[src/rtl/bin2bcd_pkg.sv]
// Shared types and constants for the sequential binary-to-BCD converter.
package bin2bcd_pkg;

  typedef enum logic [1:0] {
    IDLE  = 2'd0,
    SHIFT = 2'd1,
    DONE  = 2'd2
  } state_t;

  localparam int          BCD_DIGITS = 5;
  localparam logic [15:0] BCD_SAT    = 16'h9999;

endpackage

[src/rtl/bcd_digit_adj.sv]
// Double-dabble corrector for one BCD digit: adds 3 when the digit is 5 or more,
// so that the following left shift carries cleanly into the next decade.
module bcd_digit_adj (
  input  logic [3:0] digit,
  output logic [3:0] corrected
);

  assign corrected = (digit >= 4'd5) ? digit + 4'd3 : digit;

endmodule

[src/rtl/bin2bcd_seq.sv]
// Sequential shift-add-3 binary-to-BCD converter, one input bit per clock.
// Define BIN2BCD_SAT_EN to report 16'h9999 on bcd whenever ovf is set.
module bin2bcd_seq
  import bin2bcd_pkg::*;
#(
  parameter int BIN_W = 16
) (
  input  logic             clk,
  input  logic             rst,
  input  logic [BIN_W-1:0] bin,
  input  logic             start,
  output logic             busy,
  output logic             valid,
  output logic [15:0]      bcd,
  output logic             ovf
);

  localparam int                SCR_W    = 4 * BCD_DIGITS;
  localparam int                CNT_W    = $clog2(BIN_W);
  localparam logic [CNT_W-1:0]  LAST_BIT = CNT_W'(BIN_W - 1);

  state_t                   state;
  state_t                   state_next;
  logic [SCR_W-1:0]         scratch;
  logic [SCR_W-1:0]         scratch_adj;
  logic [BIN_W-1:0]         shreg;
  logic [CNT_W-1:0]         cnt;
  logic [SCR_W+BIN_W-1:0]   shifted;
  logic [15:0]              bcd_next;
  logic                     ovf_next;

  for (genvar d = 0; d < BCD_DIGITS; d++) begin : g_adj
    bcd_digit_adj u_adj (
      .digit     (scratch[4*d +: 4]),
      .corrected (scratch_adj[4*d +: 4])
    );
  end

  // Scratch and shift register move as one long word; the scratch MSB drops off.
  assign shifted  = {scratch_adj, shreg} << 1;
  assign ovf_next = (scratch[SCR_W-1:16] != '0);

`ifdef BIN2BCD_SAT_EN
  assign bcd_next = ovf_next ? BCD_SAT : scratch[15:0];
`else
  assign bcd_next = scratch[15:0];
`endif

  always_ff @(posedge clk or posedge rst) begin
    if (rst) begin
      state <= IDLE;
    end else begin
      state <= state_next;
    end
  end

  always_comb begin
    state_next = state;
    busy       = (state != IDLE);
    case (state)
      IDLE:    if (start) state_next = SHIFT;
      SHIFT:   if (cnt == LAST_BIT) state_next = DONE;
      DONE:    state_next = IDLE;
      default: state_next = IDLE;
    endcase
  end

  always_ff @(posedge clk or posedge rst) begin
    if (rst) begin
      scratch <= '0;
      shreg   <= '0;
      cnt     <= '0;
      bcd     <= 16'h0000;
      ovf     <= 1'b0;
      valid   <= 1'b0;
    end else begin
      valid <= 1'b0;
      case (state)
        IDLE: begin
          if (start) begin
            shreg   <= bin;
            scratch <= '0;
            cnt     <= '0;
          end
        end
        SHIFT: begin
          scratch <= shifted[SCR_W+BIN_W-1:BIN_W];
          shreg   <= shifted[BIN_W-1:0];
          cnt     <= cnt + CNT_W'(1);
        end
        DONE: begin
          bcd   <= bcd_next;
          ovf   <= ovf_next;
          valid <= 1'b1;
        end
        default: ;
      endcase
    end
  end

endmodule

[config.mk]
export PLATFORM = sky130hd
export DESIGN_NAME = bin2bcd_seq
export DESIGN_NICKNAME = d
export VERILOG_FILES = /design/src/rtl/bin2bcd_pkg.sv /design/src/rtl/bcd_digit_adj.sv /design/src/rtl/bin2bcd_seq.sv
export SDC_FILE = /design/constraint.sdc
export NUM_CORES = 1
export LEC_CHECK = 0
export ABC_AREA = 1
export BUFFER_PORTS_ARGS = -buffer_cell sky130_fd_sc_hd__buf_4
export CAP_MARGIN = 20
export CORE_MARGIN = 5
export CORE_UTILIZATION = 50
export CTS_CLUSTER_SIZE = 8
export DETAILED_ROUTE_END_ITERATION = 8
export GPL_TIMING_DRIVEN = 0
export PLACE_DENSITY = 0.71
export SYNTH_ARGS = -nofsm -noshare
export SYNTH_HDL_FRONTEND = slang
export SYNTH_SLANG_ARGS = --single-unit
[constraint.sdc]
create_clock -name clk -period 2.3 [get_ports clk]
set_clock_uncertainty 0.15 [all_clocks]
set_input_delay 0.345 -clock clk [delete_from_list [all_inputs] [get_ports clk]]
set_output_delay 0.345 -clock clk [all_outputs]
set_load 0.05 [all_outputs]
==> Word-level counts from Yosys, hierarchy flattened <==
Index checks and enable logic that the tools add are counted.
{ "classes": {"addsub": 6, "magnitude_cmp": 5, "n_eq_ne": 5, "muxes": 15, "reduce_logical": 6} }
{ "ops": {"columns": ["operator", "count"], "rows": [
  ["$pmux W20 S2", 1],
  ["$pmux W16 S2", 1],
  ["$ge A4 B3 Y1 const B", 5],
  ["$mux W20", 1],
  ["$mux W4", 5],
  ["$add A4 B2 Y4 const B", 4],
  ["$mux W16", 1],
  ["$pmux W4 S2", 1],
  ["$add A4 B1 Y4 const B", 1],
  ["$eq A4 B4 Y1 const B", 1],
  ["$mux W2", 2],
  ["$ne A2 B2 Y1 const B", 2],
  ["$pmux W2 S2", 1],
  ["$reduce_and A2 Y1", 2],
  ["$reduce_bool A2 Y1", 2],
  ["$reduce_bool A4 Y1", 1],
  ["$add A3 B2 Y3 const B", 1],
  ["$mux W3", 1],
  ["$eq A2 B1 Y1 const B", 1],
  ["$eq A2 B2 Y1 const B", 1],
  ["$logic_not A2 Y1", 1],
  ["$mux W1", 1]
]} }
{ "totals": {"reg_bits": 60, "inputBits": 19, "out_inout_bits": 19} }

==> Longest topological paths before layout <==
{ "logic_depth": {"ltp_word": 3, "ltp_mapped": 8, "ltp_nobuf": 8} }

==> By module <==
Synthesis repeated with hierarchy kept, for this count alone.
{ "unflattened": {"cells_unflattened": 407, "area_unflattened_um2": 3266.9} }
{ "modules_own_cells": {"columns": ["module", "n_inst", "cells_each", "area_per_inst_um2", "seq_area_each_um2"], "rows": [
  ["bin2bcd_seq", 1, 292, 2591.2, 1501.4],
  ["bcd_digit_adj", 5, 23, 135.1, 0.0]
]} }

==> Least setup slack after synthesis <==
Ideal clock, no wire load.
{ "synth_timing": {"kind": "flip-flop to output port", "from": "register state[0]", "to": "output port busy", "t_arrival_ps": 838, "required_ps": 1805, "slack_ps": 967, "stages_incl_launch_ff": 3, "n_path_buf": 0, "path_cell_list": "dfrtp_1 inv_1 nand2_1"} }
{ "synth_via": {"elab_chain_len": 1} }
{ "synth_lines": {"columns": ["element", "line", "text"], "rows": [
  ["from (decl)", "bin2bcd_seq.sv:22", "state_t state;"],
  ["from (signal assigned)", "bin2bcd_seq.sv:53", "state <= state_next;"],
  ["$reduce_bool A2 Y1", "bin2bcd_seq.sv:59", "busy = (state != IDLE);"],
  ["to (decl)", "bin2bcd_seq.sv:12", "output logic busy,"]
]} }
No other way between the ends.

==> Worst setup path in the final report <==
Ends and elaborated chain as after synthesis.

==> impl_metrics.toml <==
[floorplanning]
ios = 38
die-area_mm2 = 0.00764
rows = 28
die_w_um = 87.4
core_area_mm2 = 0.00589
start_util = 0.509
die_y_um = 87.4

[timing]
fmax_mhz = 607
finalHoldViolCount = 0
worstMarginPinSlew_ns = 0.640
min_period_ns = 1.65
setup_viol = 0
layout_worst_path_cycle_share = 0.716
finalMaxSlewViolations = 0
rsz0062_at_grt = "false"
relSlewSlack = 0.573

[placed_design]
port_buffers = 37
place_inst = 481
placed_area_mm2 = 0.00339
dp_hpwl_um = 4310
finalWeightedCongestion = 0.866

[synthesis]
synthTopCellsByCount = "nand2_1 (115), dfrtp_1 (60), inv_1 (48)"
synth_nets = 399
synth_edf_count = 0
yosysTopAreaCell = "dfrtp_1"
yosys.area.top_type_share = 0.501
ys_types = 22
ys.flop_type = "dfrtp_1"
async_reset_ff_frac = 1.00
synth.most_common_cell = "nand2_1"
yosysWarnings = 0
netlist_top_cells_area = "dfrtp_1 (50%), nand2_1 (14%), inv_1 (6.0%)"
avgSynthCellArea_um2 = 8.14
synth_seq_area_share = 0.501
synth_area_mm2 = 0.00300
ys_ff_latch = 60
synthCells = 368

[final_layout]
antenna_cells = 0
fillers = 528
fin_nets = 449
area_delta_synth_final_pct = 19.7
instances_no_fill = 497
drive_gt1_frac = 0.175
final_area_mm2 = 0.00358
final_core_util = 0.609

[routing]
drc = 0
viasPerCell = 5.13
vias = 2548
postRouteAntennaNets = 0
avgRoutedWirePerCell_um = 12.4
drt_pass1_iterations = 4
drt_wl_total_um = 6140
first_iter_violations = 118

[power]
p_leak_nw = 1.87
power_density_mw_per_mm2 = 1420
power_mw = 5.08
ir_drop_mv = 0.650

[worst_setup_path]
cp.required_ns = 1.80
critical_path_arrival_ns = 1.15
crit_fanout = 4
cp-end-kind = "output pin"
start_kind = "flop"
crit_type = "reg -> out"

[cts]
cts_buffers = 9
clk_path_buf_depth = 2
cts.sinks = 60
post_cts_buffers = 0
cts_tree = "done"
clkTransAtPathRegs_ns = 0.06
post_cts_resized = 0
cts_hold_buf = 1
clk_latency_ns = 0.33
cts-root-buf = "clkbuf_8"
h-tree-depth = 3

[status]
status = "completed"

[global_route]
antenna_found_initial = 0
globalRoute.totalOverflow = 0
grt_pass1_vias = 2452
grt_max_degree = 33
grt_pass1_wl_um = 11000
track_usage = 0.182

[run]
drv_cap = 0

[hold_path]
min-delay-path-class = "in -> reg"
-- layout make-up --
cell class              instances  area, um2  share of cell area
inverters                      51        193              0.0538
well taps                      75       93.8              0.0262
flip-flops and latches         60       1500               0.419
multi-input cells             244       1200               0.336
repair buffers                 39        308              0.0859
clock inverters                 1       5.00             0.00140
clock buffers                  14        183              0.0510
plain buffers                  13       97.6              0.0272
-- worst paths after layout --
kind,endpoint,startpoint,slack (ns),depth (start not counted)
setup / recovery,busy,state[0]$_DFFE_PP0P_,0.65,3
hold / removal,shreg[15]$_DFFE_PP0P_,bin[15],0.08,3
setup reg to reg,scratch[16]$_DFFE_PP0P_,scratch[12]$_DFFE_PP0P_,0.85,7
hold reg to reg,bcd[6]$_DFFE_PP0P_,bcd[6]$_DFFE_PP0P_,0.33,2
max in group asynchronous,ovf$_DFFE_PP0P_,rst,0.90,4
min in group asynchronous,bcd[1]$_DFFE_PP0P_,rst,0.52,3
-- where the power goes --
part | total, mW | switching (mW) | internal, mW | leakage, nW
combinational | 2.41 | 1.55 | 0.866 | 1.04
sequential | 1.77 | 0.283 | 1.49 | 0.730
clock | 0.894 | 0.392 | 0.502 | 0.0986
-- kinds of logic (layout without fill, tap and decap cells) --
kind of cell / after synthesis / in the layout / synth area share
compound gates: 69 / 69 / 0.121
fa+ha+maj: 12 / 12 / 0.0501
buf+inv: 64 / 118 / 0.0969
flops: 60 / 60 / 0.501
simple gates: 163 / 163 / 0.231
-- placed cells by master (no fill, tap or decap), drive strengths merged --
cell type	n
a22o	1
a21oi	1
or2	1
a31oi	1
buf	51
nand2	116
clkbuf	14
nand4	12
o21bai	2
o21ai	64
dfrtp	60
nor2	5
clkinv	2
dlygate4sd3	1
ha	12
inv	50
nand3	29
-- critical path, stage by stage (launching register included) --
cell and delay [ns]:
dfrtp_1 0.46, inv_1 0.08, nand2_1 0.08, buf_4 0.20
-- stage by stage --
step | worst slack [ns] | hold WS [ns] | TNS [ns]
2_1_floorplan | 0.320 | 0.299 | 0
4_1_cts | 0.641 | 0.0649 | 0
5_1_grt | 0.601 | 0.0949 | 0
3_5_place_dp | 0.866 | 0.321 | 0
6_report | 0.654 | 0.0778 | 0
3_3_place_gp | -0.462 | 0.312 | -27.62
-- state kept, by name (all words and copies together) (netlist names) --
name	flops
shreg	16
cnt	4
state	2
ovf	1
bcd	16
valid	1
scratch	20
-- routing by layer --
metal / global-route usage / up-vias / routed length (um)
li1: - / 1287 / -
met1: 0.240 / 1186 / 2870
met2: 0.287 / 64 / 2830
met3: 0.0407 / 11 / 331
met4: 0.0753 / 0 / 107
met5: 0 / - / 0
Note: power is estimated with default switching activity, not from simulation.
